[src/rtl/hdr_stream_gen.sv]
// Header serialiser: snapshots frame/PPS/seq on start, emits NUM_WORDS words; word 0 valid the cycle after start, held under back-pressure.
// Optional HDR_STREAM_CHECKSUM_EN: last word carries XOR of the preceding words (needs NUM_WORDS >= 5).
module hdr_stream_gen #(
  parameter int          DATA_W    = 32,
  parameter int          NUM_WORDS = 4,
  parameter logic [31:0] SYNC_WORD = 32'hA5A5_5A5A,
  parameter int          DROP_W    = 16
) (
  input  logic              clk,
  input  logic              rst,
  input  logic              hdr_start,
  input  logic [DATA_W-1:0] frame_count,
  input  logic [DATA_W-1:0] pps_count,
  input  logic              out_ready,
  output logic [DATA_W-1:0] out_data,
  output logic              out_valid,
  output logic              out_last,
  output logic              busy,
  output logic [DROP_W-1:0] drop_count
);

  localparam int                 IDX_W    = $clog2(NUM_WORDS);
  localparam logic [IDX_W-1:0]   LAST_IDX = IDX_W'(NUM_WORDS - 1);
  localparam logic [DATA_W-1:0]  SYNC     = DATA_W'(SYNC_WORD);

  if (NUM_WORDS < 4 || NUM_WORDS > 16) begin : g_len_chk
    $error("hdr_stream_gen: NUM_WORDS must be within 4..16");
  end

  typedef enum logic {IDLE, SEND} state_t;

  state_t              state_q, state_d;
  logic [IDX_W-1:0]    idx_q, idx_d;
  logic [DATA_W-1:0]   frame_q, pps_q, seq_snap_q, seq_q;
  logic [DROP_W-1:0]   drop_q, drop_d;
  logic                load;
  logic [DATA_W-1:0]   word;

  always_comb begin
    state_d = state_q;
    idx_d   = idx_q;
    load    = 1'b0;
    case (state_q)
      IDLE: begin
        if (hdr_start) begin
          state_d = SEND;
          idx_d   = '0;
          load    = 1'b1;
        end
      end
      SEND: begin
        if (out_ready) begin
          if (idx_q == LAST_IDX) state_d = IDLE;
          else                   idx_d   = idx_q + IDX_W'(1);
        end
      end
      default: state_d = IDLE;
    endcase
  end

  // Starts that arrive mid-header are counted, never queued.
  always_comb begin
    drop_d = drop_q;
    if (hdr_start && state_q == SEND && drop_q != '1) drop_d = drop_q + DROP_W'(1);
  end

  always_ff @(posedge clk or posedge rst) begin
    if (rst) begin
      state_q    <= IDLE;
      idx_q      <= '0;
      frame_q    <= '0;
      pps_q      <= '0;
      seq_snap_q <= '0;
      seq_q      <= '0;
      drop_q     <= '0;
    end else begin
      state_q <= state_d;
      idx_q   <= idx_d;
      drop_q  <= drop_d;
      if (load) begin
        frame_q    <= frame_count;
        pps_q      <= pps_count;
        seq_snap_q <= seq_q;
        seq_q      <= seq_q + DATA_W'(1);
      end
    end
  end

`ifdef HDR_STREAM_CHECKSUM_EN
  if (NUM_WORDS < 5) begin : g_csum_chk
    $error("hdr_stream_gen: checksum build needs NUM_WORDS >= 5");
  end

  logic [DATA_W-1:0] csum_q;

  // Words between the seq word and the checksum are zero, so only four terms matter.
  always_ff @(posedge clk or posedge rst) begin
    if (rst) begin
      csum_q <= '0;
    end else if (load) begin
      csum_q <= SYNC ^ frame_count ^ pps_count ^ seq_q;
    end
  end
`endif

  always_comb begin
    word = '0;
    if (idx_q == IDX_W'(0))      word = SYNC;
    else if (idx_q == IDX_W'(1)) word = frame_q;
    else if (idx_q == IDX_W'(2)) word = pps_q;
    else if (idx_q == IDX_W'(3)) word = seq_snap_q;
`ifdef HDR_STREAM_CHECKSUM_EN
    if (idx_q == LAST_IDX) word = csum_q;
`endif
  end

  assign out_valid  = (state_q == SEND);
  assign busy       = (state_q == SEND);
  assign out_last   = out_valid && (idx_q == LAST_IDX);
  assign out_data   = out_valid ? word : '0;
  assign drop_count = drop_q;

endmodule

[config.mk]
export PLATFORM = sky130hd
export DESIGN_NAME = hdr_stream_gen
export DESIGN_NICKNAME = d
export VERILOG_FILES = /design/src/rtl/hdr_stream_gen.sv
export SDC_FILE = /design/constraint.sdc
export NUM_CORES = 1
export LEC_CHECK = 0
export ABC_CLOCK_PERIOD_IN_PS = 4700
export CORE_ASPECT_RATIO = 0.9
export CORE_MARGIN = 5
export CORE_UTILIZATION = 45
export CTS_BUF_LIST = sky130_fd_sc_hd__clkbuf_4
export DETAILED_ROUTE_END_ITERATION = 10
export GPL_ROUTABILITY_DRIVEN = 0
export PLACE_DENSITY = 0.72
export SYNTH_ARGS = -nofsm -noshare
export SYNTH_HDL_FRONTEND = slang
export SYNTH_SLANG_ARGS = --single-unit
[constraint.sdc]
create_clock -name clk -period 4.7 [get_ports clk]
set_clock_uncertainty 0.2 [all_clocks]
set_input_delay 0.94 -clock clk [delete_from_list [all_inputs] [get_ports clk]]
set_output_delay 0.94 -clock clk [all_outputs]
set_load 0.03 [all_outputs]
==> flow_metrics.py, run 1 <==
metrics = {
    "outcome": {
        "outcome": "finished clean",
    },
    "final_layout": {
        "drive_gt1_share_pct": 21.2,
        "diodes": 0,
        "final_nets": 800,
        "area_delta_synth_final_pct": 25.5,
        "postLayoutCellArea_um2": 8760,
    },
    "pwr": {
        "peakVddDrop_uv": 481,
        "power_mw": 5.15,
        "power_leakage_nw": 3.70,
        "p_per_area_nw_per_um2": 587,
    },
    "cts": {
        "cts-root-buf": "clkbuf_4",
        "htreeDepth": 4,
        "cts_hold_buf": 0,
        "clk_pin_slew_ps": 120,
        "worstSkewPairLatency_ps": 540,
        "cts_tree": "built",
        "cts_sinks": 147,
        "ctsResizeCount": 0,
        "clock_path_buffers": 2,
        "postCtsSetupRepairBufs": 0,
        "cts_made_buffers": 17,
    },
    "sta": {
        "worst_pin_slew_ps": 901,
        "finalWorstSetupSlack_ps": 355,
        "final_max_slew_viol_count": 0,
        "fin_crit_ps": 4340,
        "rsz0062_at_grt": "false",
        "holdWs_ps": 305,
        "post-route-period-util_pct": 92.4,
        "fmax_ghz": 0.230,
        "slew_headroom_pct": 39.9,
        "finalSetupViolCount": 0,
        "finalSetupTns_ps": 0,
        "finalHoldViolations": 0,
    },
    "synthesis": {
        "synth_top_area_share_pct": 52.7,
        "async_flop_share_pct": 100,
        "ys_types": 41,
        "syn_area_per_cell_um2": 11.4,
        "yosysMostFrequentCell": "dfrtp_1",
        "synth_area_um2": 6980,
        "yosys-top-cells-area": "dfrtp_1 53%, mux2_2 16%, xnor2_1 4.0%, a21oi_1 3.7%, nand2_1 2.6%",
        "ys_seq_area_share_pct": 52.7,
        "synth_cells": 614,
        "yosysWarnings": 0,
        "synth_commonest_cells": "147 x dfrtp_1, 99 x mux2_2, 51 x a21oi_1",
        "syn-num-nets": 688,
        "synth_edf_count": 0,
        "synth_seq_cells": 147,
        "yosysTopAreaCell": "dfrtp_1",
        "ys_dominant_reg_cell": "dfrtp_1",
    },
    "setup_path": {
        "critPathKind": "register to output port",
        "cp_max_fo": 55,
        "required_ps": 3560,
        "critPathCaptureType": "output port",
        "crit_path_start_kind": "register",
        "arrival_ps": 3200,
    },
    "floorplanning": {
        "die_h_um": 128,
        "coreArea_um2": 15300,
        "initial_core_util_pct": 45.5,
        "die_x_um": 141,
        "core.rowCount": 43,
        "die_area_um2": 18100,
        "ios": 119,
    },
    "placed_design": {
        "io_buffers": 118,
        "detailed_place.area_um2": 8390,
        "dp_hpwl_um": 11700,
        "pre_cts_ws_ps": 956,
    },
    "global_routing": {
        "grt_pass1_wl_um": 27600,
        "overflow": 0,
        "grt_pass1_vias": 5345,
        "grt_max_degree": 58,
        "antenna_found_initial": 0,
        "grt_usage_pct": 19.0,
    },
    "route": {
        "drtPass1Iterations": 4,
        "postRouteAntennaNets": 0,
        "via_count": 5122,
        "wl_per_cell_um": 17.6,
        "routed_wl_um": 16600,
        "via_per_inst": 5.44,
        "drt_iter0_drc": 270,
        "drc": 0,
    },
    "flow_run": {
        "drv_cap": 0,
    },
    "worst_hold_path": {
        "hold_class": "register to register",
    },
}
==> cell usage in the layout (no fill, tap or decap), types with 4 or more instances in the layout <==
master,count
dfrtp_1,147
clkdlybuf4s50_1,118
mux2_2,99
a21oi_1,51
nand2_1,49
xnor2_1,32
nand4_1,23
nor2_1,23
clkbuf_4,19
nand3_1,18
o21ai_0,18
o21a_1,18
nand3b_1,16
and3b_1,16
buf_4,12
xor2_1,9
nor4_1,9
nor3_1,6
bufinv_16,6
inv_1,5
and3_1,4
ha_1,4
==> through the flow <==
stage / instances / utilization [%]
after floorplan: 614 / -
after global placement: 909 / 54.7
after detailed placement: 909 / 54.7
after CTS: 941 / 57.1
after global routing: 941 / 57.1
final: 941 / 57.1
==> state kept, by name, indices dropped and copies added, names as in the netlist <==
register and flops:
idx_q 2, drop_count 16, frame_q 32, pps_q 32, seq_q 32, busy 1, seq_snap_q 32
==> layer usage <==
metal	global-route usage [%]	up-vias	wire [um]
met2	31.7	116	8410
met4	4.33	0	135
li1	-	2413	-
met3	5.18	15	824
met5	0	-	0
met1	24.9	2578	7200
==> cells by family (layout without fill, tap and decap cells) <==
group	after synthesis	in the layout	share of synthesized area, %
compound gates	91	91	7.40
xor+xnor	41	41	5.14
fa+ha+maj	6	6	1.07
simple gates	184	184	14.8
flops	147	147	52.7
mux	101	101	16.3
buf+inv	44	169	2.56
==> critical path: stages (launching register included) <==
cell	delay [ps]
dfrtp_1	440
inv_1	100
ha_2	770
buf_4	270
a21oi_1	70
o21ai_0	200
o21a_1	150
clkdlybuf4s50_1	670
==> power by group <==
group          leakage, nW  switching [mW]  internal [mW]
sequential            1.89           0.240           1.62
combinational         1.62            1.24           1.05
clock                0.193           0.460          0.542
==> area by class of cell <==
class | count | area [um2]
Clock inverter | 13 | 231
Clock buffer | 19 | 143
Timing Repair Buffer | 131 | 1290
Tap cell | 202 | 253
Sequential cell | 147 | 3680
Inverter | 6 | 26.3
Multi-Input combinational cell | 423 | 3140
Fill cell | 1285 | 6570
==> path summary, 6_finish.rpt <==
kind / slack (ps) / from / cells past startpoint / to
worst max-delay path: 360 / idx_q[0]$_DFFE_PP0P_ / 7 / out_data[3]
worst min-delay path: 300 / drop_count[7]$_DFFE_PP0P_ / 1 / drop_count[7]$_DFFE_PP0P_
worst max register to register: 2340 / busy$_DFF_PP0_ / 5 / seq_q[24]$_DFFE_PP0P_
worst min register to register: 300 / drop_count[7]$_DFFE_PP0P_ / 1 / drop_count[7]$_DFFE_PP0P_
max in group asynchronous: 3020 / rst / 3 / frame_q[12]$_DFFE_PP0P_
min in group asynchronous: 570 / rst / 2 / seq_snap_q[19]$_DFFE_PP0P_
Power figures use the tool's default switching activity.
==> run 2, diff against run 1 <==
--- a/config.mk
+++ b/config.mk
@@ -7,11 +7,12 @@
 export LEC_CHECK = 0
 export ABC_CLOCK_PERIOD_IN_PS = 4700
 export CORE_ASPECT_RATIO = 0.9
-export CORE_MARGIN = 5
+export CORE_MARGIN = 2
 export CORE_UTILIZATION = 45
 export CTS_BUF_LIST = sky130_fd_sc_hd__clkbuf_4
 export DETAILED_ROUTE_END_ITERATION = 10
 export GPL_ROUTABILITY_DRIVEN = 0
+export MAX_ROUTING_LAYER = met4
 export PLACE_DENSITY = 0.72
 export SYNTH_ARGS = -nofsm -noshare
 export SYNTH_HDL_FRONTEND = slang
==> flow_metrics.py, run 2 (synthesized netlist as in run 1, its figures left out) <==
metrics = {
    "outcome": {
        "outcome": "finished clean",
    },
    "sta": {
        "holdWs_ps": 287,
        "final_max_slew_viol_count": 0,
        "rsz0062_at_grt": "false",
        "slew_headroom_pct": 46.8,
        "worst_pin_slew_ps": 791,
        "finalHoldViolations": 0,
        "finalSetupTns_ps": 0,
        "fin_crit_ps": 4250,
        "finalSetupViolCount": 0,
        "fmax_ghz": 0.235,
        "finalWorstSetupSlack_ps": 450,
        "post-route-period-util_pct": 90.4,
    },
    "floorplanning": {
        "core.rowCount": 43,
        "coreArea_um2": 15300,
        "initial_core_util_pct": 45.7,
        "die_area_um2": 16500,
        "die_h_um": 122,
        "ios": 119,
        "die_x_um": 135,
    },
    "global_routing": {
        "grt_pass1_vias": 5034,
        "overflow": 0,
        "antenna_found_initial": 1,
        "grt_pass1_wl_um": 24900,
        "grt_max_degree": 148,
        "grt_usage_pct": 19.6,
    },
    "worst_hold_path": {
        "hold_class": "register to register",
        "hold-path-cell-count": 1,
    },
    "route": {
        "via_count": 5022,
        "drc": 0,
        "via_per_inst": 5.36,
        "drtPass1Iterations": 6,
        "drt_iter0_drc": 379,
        "wl_per_cell_um": 16.3,
        "postRouteAntennaNets": 0,
        "routed_wl_um": 15300,
    },
    "setup_path": {
        "cp_max_fo": 44,
        "timing.reg2reg.setup_slack_ps": 2230,
        "required_ps": 3560,
        "critPathCaptureType": "output port",
        "arrival_ps": 3110,
        "crit_path_start_kind": "register",
        "critPathKind": "register to output port",
        "reg2reg_depth": 5,
    },
    "cts": {
        "worstSkewPairLatency_ps": 540,
        "htreeDepth": 4,
        "postCtsSetupRepairBufs": 0,
        "clk_pin_slew_ps": 120,
        "cts_tree": "built",
        "cts-root-buf": "clkbuf_4",
        "cts_hold_buf": 0,
        "cts_sinks": 147,
        "cts_made_buffers": 17,
        "ctsResizeCount": 0,
        "clock_path_buffers": 2,
    },
    "pwr": {
        "p_per_area_nw_per_um2": 563,
        "power_mw": 4.85,
        "power_leakage_nw": 3.63,
        "peakVddDrop_uv": 484,
    },
    "final_layout": {
        "nFillCells": 1321,
        "layout_commonest_cell": "dfrtp_1",
        "most-common-layout-cells": "147 x dfrtp_1, 118 x clkdlybuf4s50_1, 99 x mux2_2",
        "area_delta_synth_final_pct": 23.3,
        "drive_gt1_share_pct": 20.0,
        "final_nets": 796,
    },
    "placed_design": {
        "dp_hpwl_um": 10600,
        "pre_cts_ws_ps": 1040,
        "io_buffers": 118,
    },
    "flow_run": {
        "drv_cap": 0,
    },
}
run 2: cell types whose count changed in the layout (fill, tap and decap cells not counted), sizes merged:
cell and change:
clkinvlp -2, bufinv -4, buf -4, clkinv +3, diode +1, clkbuf +3
inv -1
run 2: cell type report:
type                            instances  area, um2  area share (%)
Clock inverter                          9       88.8            1.03
Sequential cell                       147       3680            42.7
Clock buffer                           22        165            1.92
Timing Repair Buffer                  127       1260            14.6
Inverter                                6       26.3           0.305
Tap cell                              202        253            2.93
Multi-Input combinational cell        423       3140            36.4
Antenna cell                            1       2.50          0.0290
run 2: report_power, final:
group / total [mW] / internal, mW / switching (mW) / leakage [nW]
registers: 1.86 / 1.62 / 0.238 / 1.89
logic: 2.25 / 1.04 / 1.21 / 1.60
clock network: 0.747 / 0.332 / 0.415 / 0.145
run 2: metal layers:
| metal | share of wire [%] | track usage [%] |
|---|---|---|
| met2 | 49 | 31.3 |
| met1 | 45 | 25.5 |
| met3 | 4.2 | 3.95 |
| met4 | 1.6 | 5.79 |
| met5 | 0 | - |
run 2: worst max-delay path: stages, from the launching register on:
cell	delay, ps
dfrtp_1	440
inv_1	110
ha_2	620
buf_4	290
nand2_1	70
a21oi_1	140
a21oi_1	60
nor2_1	130
clkdlybuf4s50_1	690
run 2: final timing paths:
kind	start	to
worst max-delay path	idx_q[0]$_DFFE_PP0P_	out_data[20]
worst min-delay path	seq_q[31]$_DFFE_PP0P_	seq_q[31]$_DFFE_PP0P_
worst max register to register	busy$_DFF_PP0_	seq_q[24]$_DFFE_PP0P_
worst min register to register	seq_q[31]$_DFFE_PP0P_	seq_q[31]$_DFFE_PP0P_
max in group asynchronous	rst	frame_q[15]$_DFFE_PP0P_
min in group asynchronous	rst	seq_snap_q[13]$_DFFE_PP0P_
run 2: metrics by stage:
step	instances	utilization (%)	area [um2]
finish	937	56.4	8610
detailed placement	905	54.7	8360
global route	937	56.4	8610
floorplan	614	-	6990
global placement	905	54.7	8360
CTS	936	56.4	8610
==> run 3, diff against run 2 <==
--- a/config.mk
+++ b/config.mk
@@ -6,14 +6,18 @@
 export NUM_CORES = 1
 export LEC_CHECK = 0
 export ABC_CLOCK_PERIOD_IN_PS = 4700
+export CAP_MARGIN = 20
+export CELL_PAD_IN_SITES_DETAIL_PLACEMENT = 2
+export CELL_PAD_IN_SITES_GLOBAL_PLACEMENT = 2
 export CORE_ASPECT_RATIO = 0.9
 export CORE_MARGIN = 2
-export CORE_UTILIZATION = 45
+export CORE_UTILIZATION = 32
 export CTS_BUF_LIST = sky130_fd_sc_hd__clkbuf_4
 export DETAILED_ROUTE_END_ITERATION = 10
 export GPL_ROUTABILITY_DRIVEN = 0
 export MAX_ROUTING_LAYER = met4
-export PLACE_DENSITY = 0.72
+export PLACE_DENSITY_LB_ADDON = 0.1
+export SLEW_MARGIN = 25
 export SYNTH_ARGS = -nofsm -noshare
 export SYNTH_HDL_FRONTEND = slang
 export SYNTH_SLANG_ARGS = --single-unit
==> flow_metrics.py, run 3 (synthesized netlist as in run 1, its figures left out) <==
metrics = {
    "cts": {
        "postCtsSetupRepairBufs": 0,
        "ctsResizeCount": 0,
        "cts_made_buffers": 17,
        "cts-root-buf": "clkbuf_4",
        "clock_path_buffers": 2,
        "cts_sinks": 147,
        "cts_hold_buf": 0,
        "worstSkewPairLatency_ps": 570,
        "clk_pin_slew_ps": 120,
        "htreeDepth": 4,
        "cts_tree": "built",
    },
    "final_layout": {
        "final_nets": 797,
        "instances_no_fill": 1028,
        "layout_commonest_cell": "dfrtp_1",
        "nFillCells": 2262,
        "drive_gt1_share_pct": 20.7,
        "area_delta_synth_final_pct": 26.1,
        "finish.utilization_pct": 40.9,
        "postLayoutCellArea_um2": 8800,
        "ff_latch_area_um2": 3680,
        "most-common-layout-cells": "147 x dfrtp_1, 118 x clkdlybuf4s50_1, 99 x mux2_2",
        "multi_input_area_um2": 3140,
    },
    "floorplanning": {
        "die_x_um": 160,
        "die_area_um2": 23000,
        "initial_core_util_pct": 32.5,
        "coreArea_um2": 21500,
        "die_h_um": 144,
        "ios": 119,
        "core.rowCount": 51,
    },
    "setup_path": {
        "critPathCaptureType": "output port",
        "required_ps": 3560,
        "cp_max_fo": 64,
        "crit_path_start_kind": "register",
        "critPathKind": "register to output port",
        "arrival_ps": 3160,
    },
    "route": {
        "postRouteAntennaNets": 0,
        "via_count": 5176,
        "drt_iter0_drc": 208,
        "drtPass1Iterations": 4,
        "drc": 0,
        "routed_wl_um": 20600,
        "via_per_inst": 5.04,
        "wl_per_cell_um": 20.1,
    },
    "placed_design": {
        "io_buffers": 118,
        "pre_cts_ws_ps": 966,
        "detailed_place.area_um2": 8480,
        "place_inst": 995,
        "dp_hpwl_um": 14300,
    },
    "sta": {
        "slew_headroom_pct": 38.8,
        "finalWorstSetupSlack_ps": 400,
        "rsz0062_at_grt": "false",
        "post-route-period-util_pct": 91.5,
        "finalSetupTns_ps": 0,
        "worst_pin_slew_ps": 910,
        "finalSetupViolCount": 0,
        "fmax_ghz": 0.233,
        "final_max_slew_viol_count": 0,
        "finalHoldViolations": 0,
        "fin_crit_ps": 4300,
        "holdWs_ps": 298,
    },
    "pwr": {
        "peakVddDrop_uv": 229,
        "p_per_area_nw_per_um2": 579,
        "power_mw": 5.10,
        "power_leakage_nw": 3.66,
    },
    "global_routing": {
        "antenna_found_initial": 1,
        "grt_pass1_vias": 5757,
        "grt_max_degree": 65,
        "grt_usage_pct": 19.3,
        "overflow": 0,
        "grt_pass1_wl_um": 33100,
    },
    "flow_run": {
        "drv_cap": 0,
    },
    "outcome": {
        "outcome": "finished clean",
    },
    "worst_hold_path": {
        "hold_class": "register to register",
    },
}
[run 3: layout make-up]
cell class	instances	area share (%)
flip-flops and latches	147	41.8
clock inverters	13	2.07
repair buffers	128	14.4
well taps	291	4.14
diodes	1	0.0284
inverters	6	0.298
clock buffers	19	1.62
multi-input cells	423	35.7
[run 3: power breakdown]
group	switching, mW	total (mW)	internal (mW)
Sequential	0.246	1.86	1.62
Clock	0.487	0.921	0.434
Combinational	1.28	2.31	1.03
Total	2.02	5.10	3.08
[run 3: path summary, 6_finish.rpt]
path / startpoint / end / slack, ps / depth (start not counted)
setup / recovery: idx_q[0]$_DFFE_PP0P_ / out_data[6] / 400 / 8
hold / removal: seq_q[31]$_DFFE_PP0P_ / seq_q[31]$_DFFE_PP0P_ / 300 / 1
setup reg to reg: busy$_DFF_PP0_ / seq_q[28]$_DFFE_PP0P_ / 2090 / 5
hold reg to reg: seq_q[31]$_DFFE_PP0P_ / seq_q[31]$_DFFE_PP0P_ / 300 / 1
max in group asynchronous: rst / seq_snap_q[8]$_DFFE_PP0P_ / 2700 / 3
min in group asynchronous: rst / seq_snap_q[19]$_DFFE_PP0P_ / 680 / 2
[run 3: critical path, cell delays in order, from the launching register on]
cell	delay, ps
dfrtp_1	440
inv_1	110
ha_2	170
buf_4	480
and3b_1	260
a21oi_1	210
o21ai_0	130
o21a_1	200
clkdlybuf4s50_1	590
[run 3: per-layer routing]
| metal | global-route usage, % | part of all wire (%) | vias up |
|---|---|---|---|
| met2 | 32.4 | 51 | 81 |
| met3 | 3.38 | 2.6 | 18 |
| li1 | - | - | 2403 |
| met5 | - | 0 | - |
| met4 | 5.89 | 1.2 | 0 |
| met1 | 24.0 | 46 | 2674 |
==> variant (config.mk and constraints of run 2) <==
Put one more register stage on the output `drop_count`, cleared by the reset. The value now appears one clock later. The other outputs are not delayed to match.
--- a/src/rtl/hdr_stream_gen.sv
+++ b/src/rtl/hdr_stream_gen.sv
@@ -118,7 +118,13 @@
   assign busy       = (state_q == SEND);
   assign out_last   = out_valid && (idx_q == LAST_IDX);
   assign out_data   = out_valid ? word : '0;
-  assign drop_count = drop_q;
+  always_ff @(posedge clk or posedge rst) begin
+    if (rst) begin
+      drop_count <= '0;
+    end else begin
+      drop_count <= drop_q;
+    end
+  end
 
 endmodule
 
Formal check against the unedited RTL: not equivalent (a bounded check fails within 4 cycles, from zero or initial values and one cycle with rst high).
==> variant against run 2 <==
  * Routed wire length is 6.4% higher
  * Largest power group unchanged
  * Synthesized cell count is 1.3% higher
  * Via count is 1.4% higher
  * Non-clock buffer count is 2 lower
  * Highest routed layer unchanged
  * Worst setup slack worse by 0.075 ns
  * Synthesized area is 5.9% higher
  * Largest cell class unchanged
  * Sequential cell count is 16 higher
  * Global-route usage is 0.60 points higher
  * Total power is 6.9% higher
  * Cell area is 5.7% higher
==> variant: results (changes against run 2) <==
metric,value,unit,change
status,finished clean,,
largest net degree at the start of global routing,74,,-50%
clk_lat worst skew,0.56,ns,+0.02 ns
multiplexer area fraction after synthesis,15.2,%,-1.1 points
Synth Area in XOR/XNOR,4.97,%,-0.17 points
syn avg cell area,11.9,µm²,+4.6%
CP max stage delay,0.72,ns,+0.03 ns
leakage,0.00392,µW,+8.1%
metal1 wirelength,7890,µm,+14%
"reg-to-reg slack, setup",1.96,ns,-0.27 ns
Cells after DPL,915,,+1.1%
grt met3 use,5.10,%,+1.1 points
vias in the first global route,5223,,+3.8%
Post-layout nets,801,,+0.63%
capture point of the critical path,out_data[0],,
1st-iter DRT viols,319,,-16%
HPWL after detailed placement,11100,µm,+4.7%
drt first pass iters,4,,-2
"top cells by area, synth","dfrtp_1 (55%), mux2_2 (15%), xnor2_1 (4.3%)",,
DR vias,5092,,+1.4%
distinct cell type count after synthesis,38,,-7.3%
Post-Route WL,16300,µm,+6.4%
Synth Warn #,0,,unchanged
Mapped Nets,696,,+1.2%
"Seq/Total Area, Yosys",55.1,%,+2.5 points
Non-Filler Instances,948,,+1.2%
post-synthesis adder-cell area fraction,1.01,%,-0.060 points
worst hold path depth,0,,-1
Min Hold Slack,0.256,ns,-0.0308 ns
met3 routed WL,1020,µm,+58%
first-pass GRT wire length,27200,µm,+9.5%
GR Util met2,28.3,%,-3.1 points
Tot GR Track Use,20.2,%,+0.60 points
clock-pin slew on the worst setup and hold paths,0.14,ns,+0.02 ns
Synth top cells by count,"dfrtp_1 (163), mux2_2 (98), a21oi_1 (49), nand2_1 (49), xnor2_1 (36)",,
GR met1 Demand/Resource,29.0,%,+3.6 points
CP startpoint,idx_q[1]$_DFFE_PP0P_,,
layout cells sized above 1,20.1,%,+0.11 points
compound-gate portion of the synthesized area,7.10,%,-0.30 points
top routing layer used,met4,,
RR Endpoint,seq_q[15]$_DFFE_PP0P_,,
Max-slew headroom,37.3,%,-9.5 points
worst-path maximum fanout,17,,-61%
variant: changes by cell type after synthesis, sizes merged, moves of 3 or more:
cell / change
dfrtp: +16
and3: +3
xnor2: +4
nand3: -6
xor2: -3
nor4: -7
and4: +3
variant: cell type report:
cell class	count	area, µm²
fillers	1283	7020
flip-flops and latches	163	4080
multi-input cells	415	3160
repair buffers	125	1270
well taps	207	259
clock inverters	14	176
clock buffers	18	135
inverters	5	22.5
diodes	1	2.50
variant: power breakdown:
part	total [µW]	internal, µW	switching (µW)
sequential	2020	1780	239
combinational	2270	1040	1230
clock	896	383	514
variant: through the flow:
| stage | worst slack (ns) | instance area (µm²) |
|---|---|---|
| after global placement | 0.900 | 8780 |
| after CTS | 0.154 | 9090 |
| final | 0.375 | 9110 |
| after floorplan | 1.49 | 7400 |
| after detailed placement | 0.813 | 8780 |
| after global routing | 0.170 | 9110 |
variant: timing repair:
action / in CTS / in global routing
endpoints found under the setup margin: 0 / 20
resized for setup: 0 / 2
hold buffers: 0 / 0
